`src/rtl/pipe_latch_fifo_pkg.sv`:
```
// Shared pipeline types and per-boundary sizing for the elastic stage latches.
// Also holds a small helper used when checking buffer parameters.
package pipe_latch_fifo_pkg;

  typedef struct packed {
    logic [31:0] pc;
    logic [31:0] instr;
  } fd_t;

  typedef struct packed {
    logic [31:0] pc;
    logic [4:0]  rd;
    logic [31:0] op_a;
    logic [31:0] op_b;
    logic [7:0]  alu_op;
  } ie_t;

  typedef struct packed {
    logic [4:0]  rd;
    logic        wr_en;
    logic [31:0] result;
  } ew_t;

  localparam int FD_W = $bits(fd_t);
  localparam int IE_W = $bits(ie_t);
  localparam int EW_W = $bits(ew_t);

  localparam int FD_DEPTH = 2;
  localparam int IE_DEPTH = 2;
  localparam int EW_DEPTH = 2;

  function automatic logic is_pow2(input int v);
    return (v > 0) && ((v & (v - 1)) == 0);
  endfunction

endpackage

```
`src/rtl/pipe_latch_fifo_chk.sv`:
```
// Parameter legality checks for pipe_latch_fifo; kept apart from the datapath.
module pipe_latch_fifo_chk
  import pipe_latch_fifo_pkg::*;
#(
  parameter int DEPTH     = 2,
  parameter int AF_THRESH = 1
) (
  input logic CLK
);

  // Conditions are constant, so any violation is reported on the first edge.
  always_ff @(posedge CLK) begin
    assert (is_pow2(DEPTH) && (DEPTH >= 2))
      else $error("pipe_latch_fifo: DEPTH must be a power of two and >= 2");
    assert ((AF_THRESH >= 1) && (AF_THRESH <= DEPTH))
      else $error("pipe_latch_fifo: AF_THRESH must lie in 1..DEPTH");
  end

endmodule

```
`src/rtl/pipe_latch_fifo.sv`:
```
// Elastic valid/ready buffer between two pipeline stages, with flush and
// almost-full. No same-cycle bypass: ready never depends on out_ready.
module pipe_latch_fifo
  import pipe_latch_fifo_pkg::*;
#(
  parameter int DATA_W    = 64,
  parameter int DEPTH     = 2,
  parameter int AF_THRESH = DEPTH - 1
) (
  input  logic                       CLK,
  input  logic                       rst,
  input  logic                       flush,
  input  logic                       in_valid,
  output logic                       in_ready,
  input  logic [DATA_W-1:0]          in_data,
  output logic                       out_valid,
  input  logic                       out_ready,
  output logic [DATA_W-1:0]          out_data,
  output logic [$clog2(DEPTH+1)-1:0] count,
  output logic                       almost_full
);

  localparam int PTR_W = $clog2(DEPTH);
  localparam int CNT_W = $clog2(DEPTH + 1);
  localparam logic [PTR_W-1:0] PTR_ONE  = PTR_W'(1);
  localparam logic [CNT_W-1:0] CNT_ONE  = CNT_W'(1);
  localparam logic [CNT_W-1:0] CNT_FULL = CNT_W'(DEPTH);
  localparam logic [CNT_W-1:0] CNT_AF   = CNT_W'(AF_THRESH);

  logic [DATA_W-1:0] mem_r [DEPTH];
  logic [PTR_W-1:0]  rd_ptr_r;
  logic [PTR_W-1:0]  wr_ptr_r;
  logic [CNT_W-1:0]  count_r;
  logic              push_s;
  logic              pop_s;

  assign in_ready    = (count_r != CNT_FULL) && !flush;
  assign out_valid   = (count_r != {CNT_W{1'b0}}) && !flush;
  assign out_data    = mem_r[rd_ptr_r];
  assign count       = count_r;
  assign almost_full = (count_r >= CNT_AF);
  assign push_s      = in_valid && in_ready;
  assign pop_s       = out_valid && out_ready;

  // Pointer, count and storage update; flush leaves memory contents alone.
  always_ff @(posedge CLK) begin
    if (rst) begin
      rd_ptr_r <= {PTR_W{1'b0}};
      wr_ptr_r <= {PTR_W{1'b0}};
      count_r  <= {CNT_W{1'b0}};
      for (int i = 0; i < DEPTH; i++) begin
        mem_r[i] <= {DATA_W{1'b0}};
      end
    end else if (flush) begin
      rd_ptr_r <= {PTR_W{1'b0}};
      wr_ptr_r <= {PTR_W{1'b0}};
      count_r  <= {CNT_W{1'b0}};
    end else begin
      if (push_s) begin
        mem_r[wr_ptr_r] <= in_data;
        wr_ptr_r        <= wr_ptr_r + PTR_ONE;
      end
      if (pop_s) begin
        rd_ptr_r <= rd_ptr_r + PTR_ONE;
      end
      case ({push_s, pop_s})
        2'b10:   count_r <= count_r + CNT_ONE;
        2'b01:   count_r <= count_r - CNT_ONE;
        default: count_r <= count_r;
      endcase
    end
  end

  pipe_latch_fifo_chk #(
    .DEPTH     (DEPTH),
    .AF_THRESH (AF_THRESH)
  ) u_chk (
    .CLK (CLK)
  );

endmodule

```
`config.mk`:
```
export PLATFORM = sky130hd
export DESIGN_NAME = pipe_latch_fifo
export DESIGN_NICKNAME = d
export VERILOG_FILES = /design/src/rtl/pipe_latch_fifo_pkg.sv /design/src/rtl/pipe_latch_fifo_chk.sv /design/src/rtl/pipe_latch_fifo.sv
export SDC_FILE = /design/constraint.sdc
export NUM_CORES = 1
export LEC_CHECK = 0
export BUFFER_PORTS_ARGS = -buffer_cell sky130_fd_sc_hd__buf_2
export CORE_AREA = 2 2 108 110
export DETAILED_ROUTE_END_ITERATION = 10
export DIE_AREA = 0 0 110 112
export PLACE_DENSITY_LB_ADDON = 0.3
export RECOVER_POWER = 100
export SETUP_SLACK_MARGIN = 0.3
export SLEW_MARGIN = 20
export SYNTH_ARGS = -nofsm -noshare
export SYNTH_HDL_FRONTEND = slang
export SYNTH_SLANG_ARGS = --single-unit
export TNS_END_PERCENT = 1
```
`constraint.sdc`:
```
create_clock -name CLK -period 5.44 [get_ports CLK]
set_input_delay 0.544 -clock CLK [delete_from_list [all_inputs] [get_ports CLK]]
set_output_delay 0.544 -clock CLK [all_outputs]
set_load 0.01 [all_outputs]
```
==> metrics.cfg, run 1 <==
[outcome]
status = complete, but fails checks
violations = capacitance limit, slew limit

[route]
ant_nets = 0
wl_per_cell_um = 18.36
m1WireLength_um = 5160
viasPerCell = 5.455
via_count = 3660
drtIter0Drc = 284
dr.pass1.iters = 4
wirelength_um = 12320
top_layer = met4
dr_wl_met2_um = 6246
drc = 0
dr_wl_met3_um = 750

[logic_synthesis]
synth_common_cells = and3_1 (128), edfxtp_1 (128), mux2_2 (64), buf_2 (13), buf_8 (10)
synth.area.top_cells = edfxtp_1 (64%), and3_1 (13%), mux2_2 (12%)
synth_cells = 390
avgSynthCellArea_sq_um = 15.36
synth_seq_cells = 133
synth.net_count = 463
synth_edf_count = 128
synth.cell_area_sq_um = 5991
synth_cell_types = 24
async_flop_share = 0
synth_top_area_frac = 0.6416
ys_seq_area_frac = 0.6583
synth_top_area_cell = edfxtp_1
ys_warn_count = 0
synth-main-ff-cell = edfxtp_1

[worst_setup_path]
crit_required_ns = 5.45
r2r_start = count[0]
worstPathArrival_ns = 3.86
crit_path_top_delay_cell = a21o_1
critical_path.startpoint = count[0]
max_stage_delay_ns = 1.25
path_cells = inv_1 > ha_1 > nor2b_1 > a21o_1 > clkbuf_1
criticalPathCategory = flop to flop
cp_max_fo = 38
cp-start-kind = flop
end_kind = flop

[placed_design]
hpwl_um = 7233
io_buffers = 137
gp_congestion = 0.7309
place_area_sq_um = 6599
dp_slack_ns = 2.399

[sta]
grt_setup_unrepaired = false
slew_headroom = -0.07419
holdWs_ns = 0.4249
fmax_mhz = 259.6
setup_viol = 0
clock-skew-final_ns = 0.01460
fin_crit_ns = 3.853
final-hold-violation-count = 0
finalWorstSetupSlack_ns = 1.587
min_period_over_period = 0.7082
slew_violations = 106
setup_tns_ns = 0
worst_pin_slew_ns = 1.611

[power]
switching_share = 0.1990
leakagePower_nw = 3.266
peakVddDrop_uv = 230.3
seqPwrFrac = 0.426
clock_power_share = 0.500
p_int_w = 0.002262
combPwrFrac = 0.074
switchingPower_w = 0.0005621
power_density_nw_per_um2 = 390.5

[global_routing]
grt_usage = 0.2070
grt_pass1_wl_um = 18840
antenna_found_initial = 0
grt_pass1_vias = 3624
overflow = 0
grt_max_degree = 67

[final_layout]
drive_above_1_share = 0.3277
antenna_cells = 0
fin_nets = 588
synthToLayoutAreaGrowth_pct = 20.72
fin_area_sq_um = 7232
post-route-util = 0.6472

[min_path]
hold_start = rst
min_path_type = input port to flop

[floorplanning]
fp.coreArea_sq_um = 11170
dieArea_sq_um = 12320
die_x_um = 110
ios = 138
row_count = 39
die_y_um = 112
start_util = 0.5361

[clock_network]
clock_latency_ns = 0.42
h-tree-depth = 4
clock_path_buffers = 2
cts_buffers = 17
cts.sinks = 133
cts_hold_buf = 0
root_buffer = clkbuf_16
cts-resized-gates = 0
clk_pin_slew_ns = 0.06
post_cts_buffers = 0
cts_tree = built

[run]
cap_violations = 3

-- layout by cell type (no fill, tap or decap), drive strengths merged, types with 2 or more instances in the layout --
cell type,count
and3,128
edfxtp,128
buf,81
clkbuf,79
mux2,64
bufinv,9
dfxtp,5
clkinv,5
nor3,4
ha,4
nor2,4
nor2b,4
inv,3
a21o,2
xor2,2
xnor2,2
-- worst max-delay path, delay by kind of cell (launching register included) --
kind	cells	cell delay (ns)
fa+ha+maj	1	0.23
compound gates	1	1.25
flops	1	0.37
simple gates	1	0.28
buf+inv	2	1.29
-- layer usage --
| layer | GRT usage | vias up |
|---|---|---|
| met2 | 0.3346 | 121 |
| met4 | 0.08439 | 0 |
| met1 | 0.2668 | 1798 |
| met3 | 0.05035 | 11 |
| li1 | - | 1730 |
| met5 | 0 | - |
-- power by group through the flow --
stage / sequential [W] / combinational, W / clock [W]
detailed placement: 0.00122 / 0.000220 / 0
finish: 0.00120 / 0.000209 / 0.00141
CTS: 0.00120 / 0.000222 / 0.00142
global route: 0.00121 / 0.000228 / 0.00147
floorplan: 0.00122 / 0.000143 / 0
global placement: 0.00122 / 0.000217 / 0
-- final timing paths --
check | end | cells past startpoint | slack (ns)
setup reg to reg | mem_r[0][4] | 5 | 1.59
hold reg to reg | flop | 2 | 0.57
setup / recovery | mem_r[0][4] | 5 | 1.59
hold / removal | count[0] | 2 | 0.42
-- metrics by stage --
stage | total power (W) | std cells
final | 0.002824 | 671
after global routing | 0.002903 | 671
after global placement | 0.001436 | 639
after CTS | 0.002845 | 671
after detailed placement | 0.001443 | 639
after floorplan | 0.001358 | 390
-- cells by family (layout without fill, tap and decap cells) --
| logic type | after synthesis | in the layout | synth area share |
|---|---|---|---|
| compound gates | 3 | 3 | 0.004387 |
| xor+xnor | 4 | 4 | 0.005849 |
| fa+ha+maj | 4 | 4 | 0.008355 |
| buf+inv | 40 | 178 | 0.05451 |
| flops | 133 | 133 | 0.6583 |
| mux | 64 | 64 | 0.1203 |
| simple gates | 142 | 142 | 0.1483 |
-- flip-flops by register name (all words and copies together), names as in the netlist, named ones only --
name / cells
rd_ptr_r: 1
wr_ptr_r: 1
count: 2
mem_r: 128
-- layout make-up --
cell class	instances	area [sq um]
sequential	133	3944
fill	843	3943
multi-input combinational	217	1715
timing repair buffer	143	650.6
clock buffer	17	425.4
clock inverter	15	306.5
tap	143	178.9
inverter	3	11.26
Power figures use the tool's default switching activity.
==> inputs of run 2 (changes only) <==
--- a/config.mk
+++ b/config.mk
@@ -6,9 +6,9 @@
 export NUM_CORES = 1
 export LEC_CHECK = 0
 export BUFFER_PORTS_ARGS = -buffer_cell sky130_fd_sc_hd__buf_2
-export CORE_AREA = 2 2 108 110
+export CORE_AREA = 2 2 109 111
 export DETAILED_ROUTE_END_ITERATION = 10
-export DIE_AREA = 0 0 110 112
+export DIE_AREA = 0 0 111 113
 export PLACE_DENSITY_LB_ADDON = 0.3
 export RECOVER_POWER = 100
 export SETUP_SLACK_MARGIN = 0.3
==> constraint.sdc (replaced) <==
create_clock -name CLK -period 3.6 [get_ports CLK]
set_input_delay 0.36 -clock CLK [delete_from_list [all_inputs] [get_ports CLK]]
set_output_delay 0.36 -clock CLK [all_outputs]
set_load 0.01 [all_outputs]
==> run 2 against run 1 <==
The flow now finishes without violations. Design area shrank 1.3%. Combinational power up 53%. Utilization shrank 1.4 points. Die area grew 1.8%. Cell count up 0.15%. Largest cell class unchanged. Non-clock buffer count grew 1. Maximum frequency grew 33%. Sequential share of layout area grew 0.72 points. Critical path depth rose by 1. Sequential power is 51% higher. Clock-buffer cell count up 1. Routed wire length shrank 2.7%.
==> metrics.cfg, run 2 (same netlist as run 1, synthesis figures left out) <==
[outcome]
status = complete, no violations  ; was complete, but fails checks

[final_layout]
largest_reg_flops = 128  ; unchanged
top_register = mem_r  ; unchanged
antenna_cells = 0  ; unchanged
synthToLayoutAreaGrowth_pct = 19.15  ; was 20.72%
final_cell_mix = and3_1 (128), edfxtp_1 (128), buf_2 (72)  ; was and3_1 (128), edfxtp_1 (128), buf_2 (76)
fin_nets = 589  ; was 588
drive_above_1_share = 0.3308  ; was 0.3277
post-route-util = 0.6333  ; was 0.6472

[global_routing]
grt_pass1_vias = 3863  ; was 3624
antenna_found_initial = 0  ; unchanged
grt_pass1_wl_um = 19000  ; was 18840 um
overflow = 0  ; unchanged
grt_usage = 0.1957  ; was 0.2070
grt_max_degree = 65  ; was 67

[clock_network]
root_buffer = clkbuf_16  ; unchanged
cts-resized-gates = 0  ; unchanged
clock_latency_ns = 0.41  ; was 0.42 ns
clock_path_buffers = 2  ; unchanged
cts_hold_buf = 0  ; unchanged
cts_tree = built  ; unchanged
cts.sinks = 133  ; unchanged
clk_pin_slew_ns = 0.05  ; was 0.06 ns
post_cts_buffers = 0  ; unchanged
h-tree-depth = 4  ; unchanged
cts_buffers = 17  ; unchanged

[sta]
slew_headroom = 0.1686  ; was -0.07419
finalWorstSetupSlack_ns = 0.6994  ; was 1.587 ns
worst_pin_slew_ns = 1.245  ; was 1.611 ns
final-hold-violation-count = 0  ; unchanged
min_period_over_period = 0.8057  ; was 0.7082
setup_viol = 0  ; unchanged
fmax_mhz = 344.8  ; was 259.6 MHz
slew_violations = 0  ; was 106
grt_setup_unrepaired = false  ; unchanged
fin_crit_ns = 2.901  ; was 3.853 ns
clock-skew-final_ns = 0.005574  ; was 0.01460 ns
setup_tns_ns = 0  ; unchanged

[floorplanning]
die_y_um = 113  ; was 112 um
ios = 138  ; unchanged
fp.coreArea_sq_um = 11270  ; was 11170 sq um
row_count = 39  ; unchanged
start_util = 0.5315  ; was 0.5361
die_x_um = 111  ; was 110 um
dieArea_sq_um = 12540  ; was 12320 sq um

[placed_design]
gp_congestion = 0.7602  ; was 0.7309
io_buffers = 137  ; unchanged
dp_slack_ns = 1.147  ; was 2.399 ns
hpwl_um = 7059  ; was 7233 um

[worst_setup_path]
crit_end = mem_r[0][24]  ; was mem_r[0][4]
timing.rr.end = mem_r[0][24]  ; was mem_r[0][4]
cp_max_fo = 51  ; was 38
critical_path.startpoint = count[0]  ; unchanged
criticalPathCategory = flop to flop  ; unchanged
r2r_cells = 6  ; was 5
ff2ff_setup_slack_ns = 0.70  ; was 1.59 ns
crit_required_ns = 3.87  ; was 5.45 ns
r2r_start = count[0]  ; unchanged
end_kind = flop  ; unchanged
cp-start-kind = flop  ; unchanged
worstPathArrival_ns = 3.17  ; was 3.86 ns

[route]
wirelength_um = 11990  ; was 12320 um
drtIter0Drc = 222  ; was 284
wl_per_cell_um = 17.85  ; was 18.36 um
dr.pass1.iters = 6  ; was 4
ant_nets = 0  ; unchanged
viasPerCell = 5.451  ; was 5.455
drc = 0  ; unchanged
via_count = 3663  ; was 3660

[run]
cap_violations = 0  ; was 3

[power]
peakVddDrop_uv = 301.6  ; was 230.3 uV
power_density_nw_per_um2 = 538.7  ; was 390.5 nW/um^2
leakagePower_nw = 3.200  ; was 3.266 nW

[min_path]
hold_depth = 2  ; unchanged
min_path_type = input port to flop  ; unchanged

==> run 2: changes by cell type in the layout (fill, tap and decap cells not counted), moves of 2 or more <==
| cell | delta |
|---|---|
| clkbuf_1 | +4 |
| buf_2 | -4 |
| clkinv_2 | +2 |
| clkinvlp_4 | +2 |
| buf_12 | +3 |
| bufinv_16 | -6 |
| buf_4 | -2 |
| mux2_2 | +4 |
| mux2_1 | -4 |
==> run 2: metrics by stage <==
step                instance area, sq um  instances  hold WS, ns  total power [W]
floorplan                           5991        390       0.5202         0.002052
CTS                                 7233        672       0.2427         0.003887
global route                        7138        672       0.2562         0.003972
finish                              7138        672       0.2594         0.003845
detailed placement                  6644        640       0.5512         0.002184
global placement                    6644        640       0.5332         0.002171
==> run 2: area by class of cell <==
type	instances	area, sq um
Clock inverter	14	160.2
Timing Repair Buffer	144	691.9
Clock buffer	18	429.2
Inverter	3	11.26
Tap cell	143	178.9
Multi-Input combinational cell	217	1723
Sequential cell	133	3944
Fill cell	892	4134
==> run 2: worst min-delay path by stage <==
| stage | start | endpoint |
|---|---|---|
| 6_report | rst | wr_ptr_r |
| 5_1_grt | in_data[28] | mem_r[1][28] |
| 4_1_cts | rst | flop |
| 3_5_place_dp | rd_ptr_r | flop |
| 3_3_place_gp | count[1] | count[1] |
| 2_1_floorplan | rd_ptr_r | flop |
==> run 2: critical path: stages, from the launching register on <==
cell and delay, ns:
dfxtp_1 0.37, inv_1 0.10, ha_1 0.21, nor2b_1 0.26, nor2b_4 0.80, clkbuf_2 0.73
and3_1 0.26
==> run 2: report_power, final <==
part / internal (W) / switching [W] / total [W]
logic: 0.000128 / 0.000192 / 0.000320
clock network: 0.00108 / 0.000629 / 0.00171
registers: 0.00179 / 0.0000237 / 0.00181
==> run 2: routing by layer <==
layer  global-route usage  vias up  wire [um]
met5                    0        -          0
met4              0.06000        0        199
met3              0.06320       17        661
met2               0.3501       96       6219
met1               0.2257     1817       4912
li1                     -     1733          -
==> inputs of run 3 (changes only) <==
--- a/config.mk
+++ b/config.mk
@@ -6,9 +6,9 @@
 export NUM_CORES = 1
 export LEC_CHECK = 0
 export BUFFER_PORTS_ARGS = -buffer_cell sky130_fd_sc_hd__buf_2
-export CORE_AREA = 2 2 109 111
+export CORE_AREA = 2 2 114 116
 export DETAILED_ROUTE_END_ITERATION = 10
-export DIE_AREA = 0 0 111 113
+export DIE_AREA = 0 0 116 118
 export PLACE_DENSITY_LB_ADDON = 0.3
 export RECOVER_POWER = 100
 export SETUP_SLACK_MARGIN = 0.3
==> constraint.sdc (replaced) <==
create_clock -name CLK -period 2.5 [get_ports CLK]
set_input_delay 0.25 -clock CLK [delete_from_list [all_inputs] [get_ports CLK]]
set_output_delay 0.25 -clock CLK [all_outputs]
set_load 0.01 [all_outputs]
==> run 3 against run 2 <==
Sequential cell count unchanged. Via count increased by 0.74%. Routed wire length increased by 1.8%. Clock skew increased by 0.0016 ns. Die area increased by 9.1%. Maximum frequency increased by 37%. Combinational power increased by 44%. Cell count increased by 5.1%. Sequential share of layout area increased by 0.066 points. Total power increased by 36%. Clock power increased by 27%. Critical endpoint is now mem_r[0][4]. Highest routed layer unchanged.
==> metrics.cfg, run 3 (same netlist as run 1, synthesis figures left out) <==
[sta]
clock-skew-final_ns = 0.007206  ; was 0.005574 ns
slew_violations = 0  ; unchanged
finalWorstSetupSlack_ns = 0.3768  ; was 0.6994 ns
setup_viol = 0  ; unchanged
fmax_mhz = 471.0  ; was 344.8 MHz
setup_tns_ns = 0  ; unchanged
worst_pin_slew_ns = 0.6336  ; was 1.245 ns
final-hold-violation-count = 0  ; unchanged
slew_headroom = 0.5776  ; was 0.1686
fin_crit_ns = 2.123  ; was 2.901 ns
min_period_over_period = 0.8493  ; was 0.8057
grt_setup_unrepaired = false  ; unchanged

[floorplanning]
ios = 138  ; unchanged
die_x_um = 116  ; was 111 um
row_count = 41  ; was 39
fp.coreArea_sq_um = 12410  ; was 11270 sq um
start_util = 0.4826  ; was 0.5315
die_y_um = 118  ; was 113 um
dieArea_sq_um = 13690  ; was 12540 sq um

[clock_network]
clk_pin_slew_ns = 0.05  ; about the same
cts-resized-gates = 0  ; unchanged
clock_path_buffers = 2  ; unchanged
h-tree-depth = 4  ; unchanged
cts_hold_buf = 0  ; unchanged
cts_tree = built  ; unchanged
cts_buffers = 17  ; unchanged
clock_latency_ns = 0.41  ; about the same
post_cts_buffers = 0  ; unchanged
cts.sinks = 133  ; unchanged
root_buffer = clkbuf_16  ; unchanged

[power]
p_int_w = 0.004100  ; was 0.003001 W
switching_share = 0.2180  ; was 0.2195
combPwrFrac = 0.088  ; was 0.083
leakagePower_nw = 3.184  ; was 3.200 nW
seqPwrFrac = 0.498  ; was 0.472
switchingPower_w = 0.001143  ; was 0.0008440 W
peakVddDrop_uv = 390.5  ; was 301.6 uV
clock_power_share = 0.413  ; was 0.445
power_density_nw_per_um2 = 735.2  ; was 538.7 nW/um^2

[worst_setup_path]
cp-start-kind = flop  ; unchanged
cp_max_fo = 82  ; was 51
ff2ff_setup_slack_ns = 0.38  ; was 0.70 ns
end_kind = flop  ; unchanged
criticalPathCategory = flop to flop  ; unchanged
crit_required_ns = 2.77  ; was 3.87 ns
crit_path_top_delay_cell = nor2b_4  ; unchanged
worstPathArrival_ns = 2.39  ; was 3.17 ns
crit_family = simple AND/OR/NAND/NOR gates  ; unchanged
max_stage_delay_ns = 0.47  ; was 0.80 ns
path_cells = inv_1 > ha_1 > nor2b_1 > nor2b_4 > buf_12 > and3_1  ; was inv_1 > ha_1 > nor2b_1 > nor2b_4 > clkbuf_2 > and3_1
worst-path-buf-inv = 2  ; unchanged

[route]
via_count = 3690  ; was 3663
dr.pass1.iters = 5  ; was 6
wirelength_um = 12210  ; was 11990 um
ant_nets = 0  ; unchanged
drc = 0  ; unchanged
drtIter0Drc = 239  ; was 222
viasPerCell = 5.227  ; was 5.451
wl_per_cell_um = 17.30  ; was 17.85 um

[final_layout]
top_register = mem_r  ; unchanged
fin_nets = 592  ; was 589
regArea_sq_um = 3945  ; was 3944 sq um
drive_above_1_share = 0.3289  ; was 0.3308
synthToLayoutAreaGrowth_pct = 19.05  ; was 19.15%
multiInputGateArea_sq_um = 1725  ; was 1723 sq um
fillers = 1088  ; was 892
fin_cells = 706  ; was 672
largest_reg_flops = 128  ; unchanged
final_cell_mix = and3_1 (128), edfxtp_1 (128), buf_2 (73)  ; was and3_1 (128), edfxtp_1 (128), buf_2 (72)

[placed_design]
gp_congestion = 0.7639  ; was 0.7602
io_buffers = 137  ; unchanged
dp.cells = 672  ; was 640
hpwl_um = 7338  ; was 7059 um
dp_slack_ns = 0.5382  ; was 1.147 ns

[run]
cap_violations = 0  ; unchanged

[global_routing]
antenna_found_initial = 2  ; was 0
grt_max_degree = 83  ; was 65
grt_pass1_wl_um = 18690  ; was 19000 um
grt_pass1_vias = 3740  ; was 3863
overflow = 0  ; unchanged
grt_usage = 0.1817  ; was 0.1957

[outcome]
status = complete, no violations  ; unchanged

[min_path]
min_path_type = input port to flop  ; unchanged

## run 3: cell count changes in the layout (fill, tap and decap cells not counted), sizes merged, moves of 2 or more
| cell | delta |
|---|---|
| bufinv | -3 |
| clkbuf | +11 |
| clkinv | -2 |
| clkinvlp | -3 |
| diode | +2 |
## run 3: metrics by stage
| step | area [sq um] | hold WS, ns | utilization | total power (W) |
|---|---|---|---|---|
| after global placement | 6728 | 0.5292 | 0.5419 | 0.003137 |
| after global routing | 7129 | 0.1378 | 0.5743 | 0.005435 |
| final | 7132 | 0.1451 | 0.5745 | 0.005243 |
| after CTS | 7244 | 0.1303 | 0.5836 | 0.005311 |
| after floorplan | 5991 | 0.4729 | - | 0.002955 |
| after detailed placement | 6728 | 0.5366 | 0.5419 | 0.003155 |
## run 3: path summary, 6_finish.rpt
path	startpoint	to	depth (start not counted)
worst max-delay path	count[0]	mem_r[0][4]	6
worst min-delay path	rst	wr_ptr_r	2
worst max register to register	count[0]	mem_r[0][4]	6
worst min register to register	rd_ptr_r	rd_ptr_r	2
## run 3: metal layers
| layer | vias to the layer above | track usage | routed length (um) |
|---|---|---|---|
| met2 | 116 | 0.3147 | 6209 |
| li1 | 1738 | - | - |
| met1 | 1813 | 0.2033 | 5039 |
| met4 | 0 | 0.08408 | 270 |
| met5 | - | 0 | 0 |
| met3 | 23 | 0.05355 | 692 |
## run 3: worst register-to-register path, cell delays in order, from the launching register on
cell	delay, ns
dfxtp_1	0.36
inv_1	0.09
ha_1	0.22
nor2b_1	0.27
nor2b_4	0.47
buf_12	0.31
and3_1	0.27
## run 3: area by class of cell
type	count	area share
timing repair buffer	147	0.1000
multi-input combinational	217	0.2419
clock buffer	27	0.06912
inverter	3	0.001579
clock inverter	5	0.003333
sequential	133	0.5532
antenna	2	0.0007018
tap	172	0.03018
## run 3: power by group through the flow
stage          logic [W]  registers [W]  clock network [W]
4_1_cts         0.000499        0.00261            0.00220
6_report        0.000462        0.00261            0.00217
5_1_grt         0.000506        0.00263            0.00230
2_1_floorplan   0.000311        0.00264                  0
3_5_place_dp    0.000497        0.00266                  0
3_3_place_gp    0.000490        0.00265                  0
